--- src/rtl/eth_pkg.sv ---
// Shared definitions for the GMII transmit framer.
// State encoding and framing constants.
package eth_pkg;

    typedef enum logic [2:0] {
        IDLE,
        PREAMBLE,
        SFD,
        TX_DATA,
        TX_PAD,
        TX_FCS,
        IFG,
        FINISH
    } state_t;

    localparam logic [7:0]  PRE_BYTE    = 8'h55;
    localparam logic [7:0]  SFD_BYTE    = 8'hD5;
    localparam logic [31:0] CRC_INIT    = 32'hFFFF_FFFF;
    localparam logic [31:0] CRC_RESIDUE = 32'hC704_DD7B;
    localparam logic [31:0] POLY_REFL   = 32'hEDB8_8320;

endpackage

--- src/rtl/eth_crc32_byte.sv ---
// One-byte step of the Ethernet CRC-32, reflected form.
// Purely combinational; shared with the receive path.
module eth_crc32_byte
    import eth_pkg::*;
(
    input  logic [31:0] crc_in,
    input  logic [7:0]  data,
    output logic [31:0] crc_out
);

    // Eight LSB-first shift/xor steps of the reflected polynomial.
    always_comb begin
        logic [31:0] c;
        c = crc_in ^ {24'h0, data};
        for (int i = 0; i < 8; i++) begin
            c = c[0] ? ((c >> 1) ^ POLY_REFL) : (c >> 1);
        end
        crc_out = c;
    end

endmodule

--- src/rtl/ethtransmit.sv ---
// GMII transmit framer: preamble, SFD, payload, pad, FCS, IFG.
// All state changes on the falling edge of the TX clock.
module ethtransmit
    import eth_pkg::*;
#(
    parameter int PRE_LEN = 7,
    parameter int MIN_LEN = 60,
    parameter int MAX_LEN = 1514,
    parameter int IFG_LEN = 12
) (
    input  logic        clk,
    input  logic        clr,
    input  logic        txena,
    input  logic        txreq,
    input  logic [10:0] txcntb,
    output logic [9:0]  txbaddr,
    input  logic [15:0] txbdata,
    output logic [7:0]  dataout,
    output logic        txen,
    output logic        txer,
    output logic        txbusy,
    output logic        txrdy,
    output logic        err_len
);

    localparam logic [4:0]  PRE_LAST = 5'(PRE_LEN - 1);
    localparam logic [4:0]  IFG_LAST = 5'(IFG_LEN - 1);
    localparam logic [10:0] MIN_CNT  = 11'(MIN_LEN);
    localparam logic [10:0] MIN_LAST = 11'(MIN_LEN - 1);
    localparam logic [10:0] MAX_CNT  = 11'(MAX_LEN);

    state_t      state_q, state_n;
    logic [7:0]  dout_q, dout_n;
    logic        txen_q, txen_n;
    logic [9:0]  addr_q, addr_n;
    logic [15:0] word_q, word_n;
    logic [4:0]  cnt_q, cnt_n;
    logic [10:0] bcnt_q, bcnt_n;
    logic [10:0] len_q, len_n;
    logic [31:0] crc_q, crc_n;
    logic        busy_q, busy_n;
    logic        rdy_q, rdy_n;
    logic        errl_q, errl_n;

    logic [7:0]  feed;
    logic [31:0] crc_step;
    logic [31:0] fcs;
    logic        last_data;

    assign fcs       = ~crc_q;
    assign last_data = (bcnt_q == len_q - 11'd1);

    // Byte that enters the CRC on the coming edge (0 for pad).
    always_comb begin
        feed = 8'h00;
        if (state_q == SFD) begin
            feed = word_q[7:0];
        end else if (state_q == TX_DATA && !last_data) begin
            feed = bcnt_q[0] ? word_q[7:0] : word_q[15:8];
        end
    end

    eth_crc32_byte u_crc (
        .crc_in  (crc_q),
        .data    (feed),
        .crc_out (crc_step)
    );

    // Next-state and next-output logic; registers hold what is on the wire.
    always_comb begin
        state_n = state_q;
        dout_n  = dout_q;
        txen_n  = txen_q;
        addr_n  = addr_q;
        word_n  = word_q;
        cnt_n   = cnt_q;
        bcnt_n  = bcnt_q;
        len_n   = len_q;
        crc_n   = crc_q;
        busy_n  = busy_q;
        rdy_n   = rdy_q;
        errl_n  = errl_q;
        unique case (state_q)
            IDLE: begin
                dout_n = 8'h00;
                txen_n = 1'b0;
                addr_n = 10'd0;
                cnt_n  = 5'd0;
                bcnt_n = 11'd0;
                crc_n  = CRC_INIT;
                if (txreq && txena && !rdy_q) begin
                    if (txcntb == 11'd0 || txcntb > MAX_CNT) begin
                        errl_n  = 1'b1;
                        rdy_n   = 1'b1;
                        state_n = FINISH;
                    end else begin
                        errl_n  = 1'b0;
                        len_n   = txcntb;
                        busy_n  = 1'b1;
                        txen_n  = 1'b1;
                        dout_n  = PRE_BYTE;
                        state_n = PREAMBLE;
                    end
                end
            end
            PREAMBLE: begin
                if (cnt_q == PRE_LAST) begin
                    // Word 0 has been on txbdata since IDLE; start fetching word 1.
                    dout_n  = SFD_BYTE;
                    word_n  = txbdata;
                    addr_n  = 10'd1;
                    cnt_n   = 5'd0;
                    state_n = SFD;
                end else begin
                    dout_n = PRE_BYTE;
                    cnt_n  = cnt_q + 5'd1;
                end
            end
            SFD: begin
                dout_n  = word_q[7:0];
                bcnt_n  = 11'd0;
                crc_n   = crc_step;
                state_n = TX_DATA;
            end
            TX_DATA: begin
                if (last_data) begin
                    if (len_q < MIN_CNT) begin
                        dout_n  = 8'h00;
                        bcnt_n  = bcnt_q + 11'd1;
                        crc_n   = crc_step;
                        state_n = TX_PAD;
                    end else begin
                        dout_n  = fcs[7:0];
                        cnt_n   = 5'd0;
                        state_n = TX_FCS;
                    end
                end else if (!bcnt_q[0]) begin
                    // High byte goes out; the next word is already on txbdata.
                    dout_n = word_q[15:8];
                    word_n = txbdata;
                    addr_n = addr_q + 10'd1;
                    bcnt_n = bcnt_q + 11'd1;
                    crc_n  = crc_step;
                end else begin
                    dout_n = word_q[7:0];
                    bcnt_n = bcnt_q + 11'd1;
                    crc_n  = crc_step;
                end
            end
            TX_PAD: begin
                if (bcnt_q == MIN_LAST) begin
                    dout_n  = fcs[7:0];
                    cnt_n   = 5'd0;
                    state_n = TX_FCS;
                end else begin
                    dout_n = 8'h00;
                    bcnt_n = bcnt_q + 11'd1;
                    crc_n  = crc_step;
                end
            end
            TX_FCS: begin
                if (cnt_q == 5'd3) begin
                    dout_n  = 8'h00;
                    txen_n  = 1'b0;
                    cnt_n   = 5'd0;
                    state_n = IFG;
                end else begin
                    cnt_n = cnt_q + 5'd1;
                    case (cnt_q)
                        5'd0:    dout_n = fcs[15:8];
                        5'd1:    dout_n = fcs[23:16];
                        default: dout_n = fcs[31:24];
                    endcase
                end
            end
            IFG: begin
                if (cnt_q == IFG_LAST) begin
                    cnt_n   = 5'd0;
                    busy_n  = 1'b0;
                    rdy_n   = 1'b1;
                    state_n = FINISH;
                end else begin
                    cnt_n = cnt_q + 5'd1;
                end
            end
            FINISH: begin
                busy_n = 1'b0;
                if (!txreq) begin
                    rdy_n   = 1'b0;
                    state_n = IDLE;
                end
            end
            default: state_n = IDLE;
        endcase
    end

    // State register, falling edge, asynchronous clear.
    always_ff @(negedge clk or posedge clr) begin
        if (clr) begin
            state_q <= IDLE;
            dout_q  <= 8'h00;
            txen_q  <= 1'b0;
            addr_q  <= 10'd0;
            word_q  <= 16'h0000;
            cnt_q   <= 5'd0;
            bcnt_q  <= 11'd0;
            len_q   <= 11'd0;
            crc_q   <= CRC_INIT;
            busy_q  <= 1'b0;
            rdy_q   <= 1'b0;
            errl_q  <= 1'b0;
        end else begin
            state_q <= state_n;
            dout_q  <= dout_n;
            txen_q  <= txen_n;
            addr_q  <= addr_n;
            word_q  <= word_n;
            cnt_q   <= cnt_n;
            bcnt_q  <= bcnt_n;
            len_q   <= len_n;
            crc_q   <= crc_n;
            busy_q  <= busy_n;
            rdy_q   <= rdy_n;
            errl_q  <= errl_n;
        end
    end

    assign dataout = dout_q;
    assign txen    = txen_q;
    assign txer    = 1'b0;
    assign txbaddr = addr_q;
    assign txbusy  = busy_q;
    assign txrdy   = rdy_q;
    assign err_len = errl_q;

endmodule

--- config.mk ---
export PLATFORM = sky130hd
export DESIGN_NAME = ethtransmit
export DESIGN_NICKNAME = d
export VERILOG_FILES = /design/src/rtl/eth_pkg.sv /design/src/rtl/eth_crc32_byte.sv /design/src/rtl/ethtransmit.sv
export SDC_FILE = /design/constraint.sdc
export NUM_CORES = 1
export LEC_CHECK = 0
export ABC_AREA = 1
export BUFFER_PORTS_ARGS = -buffer_cell sky130_fd_sc_hd__buf_2
export CORE_MARGIN = 2
export CORE_UTILIZATION = 60
export DETAILED_ROUTE_END_ITERATION = 10
export MAX_ROUTING_LAYER = met4
export PLACE_DENSITY = 0.83
export RECOVER_POWER = 100
export SLEW_MARGIN = 5
export SYNTH_ARGS = -nofsm -noshare
export SYNTH_HDL_FRONTEND = slang
export SYNTH_SLANG_ARGS = --single-unit
export TNS_END_PERCENT = 50
--- constraint.sdc ---
create_clock -name clk -period 3.1 [get_ports clk]
set_input_delay 0.31 -clock clk [delete_from_list [all_inputs] [get_ports clk]]
set_output_delay 0.31 -clock clk [all_outputs]
set_load 0.005 [all_outputs]
==> results.sh <==
export IMPL_hold_violations=0
export IMPL_nets=1139
export IMPL_postRouteAntennaNets=0
export IMPL_layout_common_cells="nand2_1, inv_1, nand3_1"
export IMPL_cts_tree="done"
export IMPL_synth_area_leaders="dfrtn_1, nand2_1, dfstp_2, inv_1, nand3_1"
export IMPL_io_pin_count=54
export IMPL_use_met3_pct=5.90
export IMPL_grt_pass1_vias=6493
export IMPL_endpoint="len_q[3]"
export IMPL_status="completed"
export IMPL_grt_max_degree=63
export IMPL_rows=39
export IMPL_async_flop_share_pct=100
export IMPL_portBuffers=52
export IMPL_r2r_end="crc_q[4]"
export IMPL_crit_cells=9
export IMPL_grt_setup_unrepaired="true"
export IMPL_synth_edff_count=0
export IMPL_setup_viol=0
export IMPL_slew_violations=0
export IMPL_fin_util_pct=71.7
export IMPL_path_buf_inv=4
export IMPL_track_usage_pct=31.2
export IMPL_drive_above_1_share_pct=21.7
export IMPL_die_h_um=111
export IMPL_firstDrtPassIters=5
export IMPL_ys_types=49
export IMPL_max_stage_delay_ns=0.55
export IMPL_initialDrtViolationCount=682
export IMPL_yosys_warnings=0
export IMPL_synth_ff_latch_count=100
export IMPL_areaGrowthSynthToFinish_pct=18.1
export IMPL_r2r_start="len_q[0]"
export IMPL_ctsHoldBuffers=0
export IMPL_arrival_ns=1.90
export IMPL_grt_util_met1_pct=40.0
export IMPL_r2r_worst_path_cells=23
export IMPL_die_w_um=111
export IMPL_synth_cells=982
export IMPL_place_congestion=0.942
export IMPL_yosys_area_top_type_share_pct=24.8
export IMPL_wire_per_inst_um=15.2
export IMPL_finalPower_mw=9.93
export IMPL_critical_path_startpoint="txcntb[0]"
export IMPL_core_area_mm2=0.0113
export IMPL_power_density_mw_per_mm2=1220
export IMPL_required_ns=1.92
export IMPL_max_cap_viol_count=0
export IMPL_synth_area_per_cell_um2=7.00
export IMPL_grt_antenna_before_repair=0
export IMPL_cts_made_buffers=9
export IMPL_fillers=946
export IMPL_cts_path_max_buffers=2
export IMPL_cts_sinks=100
export IMPL_critPathCaptureType="flop"
export IMPL_cp_top_family="simple AND/OR/NAND/NOR gates"
export IMPL_cts_root_buf="clkbuf_16"
export IMPL_clock_latency_ns=0.42
export IMPL_fin_worst_skew_ns=0.0672
export IMPL_reg2reg_setup_slack_ns=0.19
export IMPL_path_class="in -> reg"
export IMPL_cp_cell_sequence="buf_2, or4_4, o31ai_4, nand2_2, inv_4, nor2_4, clkbuf_16, buf_4, o21ai_0"
export IMPL_placedCellCount=1192
export IMPL_yosys_area_top_type="dfrtn_1"
export IMPL_final_common_cell="nand2_1"
export IMPL_synthFlopType="dfrtn_1"
export IMPL_grt_first_pass_wirelength_um=30400
export IMPL_dieArea_mm2=0.0123
export IMPL_power_static_leakage_nw=4.22
export IMPL_worst_slew_pin_slew_ns=1.39
export IMPL_ir_drop_uv=1140
export IMPL_ys_seq_area_share_pct=37.0
export IMPL_post_drt_via_cell_ratio=5.62
export IMPL_clk_pin_slew_ns=0.05
export IMPL_use_met2_pct=49.9
export IMPL_remaining_drc_errors=0
export IMPL_overflow=0
export IMPL_worstSetupStartpointType="primary input"
export IMPL_slew_headroom_pct=7.00
export IMPL_antenna_cells=0
export IMPL_busiest_layer="met2"
export IMPL_via_count=7025
export IMPL_htreeDepth=3
export IMPL_wirelength_um=18900
export IMPL_initial_core_util_pct=60.7
export IMPL_cp_slowest_cell="or4_4"
export IMPL_hpwlAfterDp_um=13600
export IMPL_syn_nets=1020
export IMPL_synth_area_mm2=0.00687
export IMPL_hold_class="reg -> reg"
export IMPL_path_max_fanout=8
export IMPL_final_cells=1249
==> routing by layer <==
metal / vias to the layer above / part of all wire [%]
met2: 277 / 48
met5: - / 0
met1: 3304 / 42
met3: 37 / 7.0
li1: 3407 / -
met4: 0 / 2.4
==> metrics by stage <==
| step | setup WS, ns | hold WS [ns] | cell area, µm² | TNS [ns] |
|---|---|---|---|---|
| CTS | 0.00458 | 0.434 | 7930 | 0 |
| global route | -0.0676 | 0.473 | 8120 | -0.406 |
| floorplan | -0.194 | 0.426 | 6880 | -2.22 |
| finish | 0.0111 | 0.433 | 8120 | 0 |
| detailed placement | -0.383 | 0.431 | 7480 | -6.21 |
| global placement | -0.333 | 0.423 | 7480 | -5.37 |
==> registers in the layout (all words and copies together), names as in the netlist <==
register	cells
err_len	1
cnt_q	5
txrdy	1
bcnt_q	11
word_q	16
len_q	11
txbusy	1
dataout	8
crc_q	32
txen	1
state_q	3
txbaddr	10
==> tightest hold or removal path, cell delays in order (launching register included) <==
cell and delay (ns):
dfrtn_1 0.41, nand2_1 0.06, nand2_1 0.05
==> worst min path at each step <==
stage / cells after the start / to / from / slack [ns]
after floorplan: 2 / txbusy / txbusy / 0.43
after global placement: 2 / txbusy / txbusy / 0.42
after detailed placement: 2 / txbusy / txbusy / 0.43
after CTS: 2 / txbusy / txbusy / 0.43
after global routing: 1 / word_q[9] / word_q[9] / 0.47
final: 2 / txbusy / txbusy / 0.43
==> Yosys cell counts, types with 2 or more instances <==
cell type  number
o2111ai_1       3
mux2_2         14
ha_1            7
xor2_1         22
inv_1         132
o21ai_2         2
o21bai_1        4
o21ai_1         9
xnor2_1         2
nand2_4         3
o211ai_1       10
nand2_1       303
buf_2           4
a311oi_1        4
buf_6           2
nand2_2        28
nor2_1         70
o21ai_0        47
o31ai_1         2
clkbuf_1        7
nor2_4          2
inv_2           6
nor3b_1         6
dfrtn_1        68
nand3_1        82
buf_4           3
nand3_4         2
a21oi_1        26
a21o_1          2
nor4_1          7
nor3_1         16
a211oi_1        2
o21a_1          3
a31oi_1         4
dfstp_2        32
or2_2           2
nor2_2         10
nand4_1         4
o22ai_1        12
nand3_2         9
==> repair_timing <==
item                       in CTS  in global routing
hold endpoints to repair        0                  0
cloned                          0                  2
setup endpoints to repair       5                 43
setup buffers                   0                  8
gates resized for setup         2                 35
pin swaps                       0                  7
==> kinds of logic after synthesis <==
group,after synthesis,share of synthesized area [%]
AND/OR/NAND/NOR,547,35.8
buffers and inverters,155,8.92
AO/OA/AOI/OAI,134,11.6
flip-flops,100,37.0
XOR/XNOR,24,3.06
multiplexers,14,2.29
adder cells (fa/ha/maj),7,1.27
other,1,0.0546
==> area by class of cell <==
| class | instances | area (µm²) | share of cell area [%] |
|---|---|---|---|
| clock buffers | 10 | 250 | 3.08 |
| clock inverters | 38 | 186 | 2.30 |
| repair buffers | 92 | 586 | 7.21 |
| inverters | 138 | 522 | 6.42 |
| well taps | 143 | 179 | 2.20 |
| multi-input cells | 728 | 3860 | 47.5 |
| flip-flops and latches | 100 | 2540 | 31.3 |
==> power by group <==
part | switching [mW] | internal [mW] | total, mW
sequential | 0.476 | 2.01 | 2.49
combinational | 3.99 | 2.09 | 6.07
clock | 0.663 | 0.709 | 1.37
Note: power is estimated with default switching activity, not from simulation.
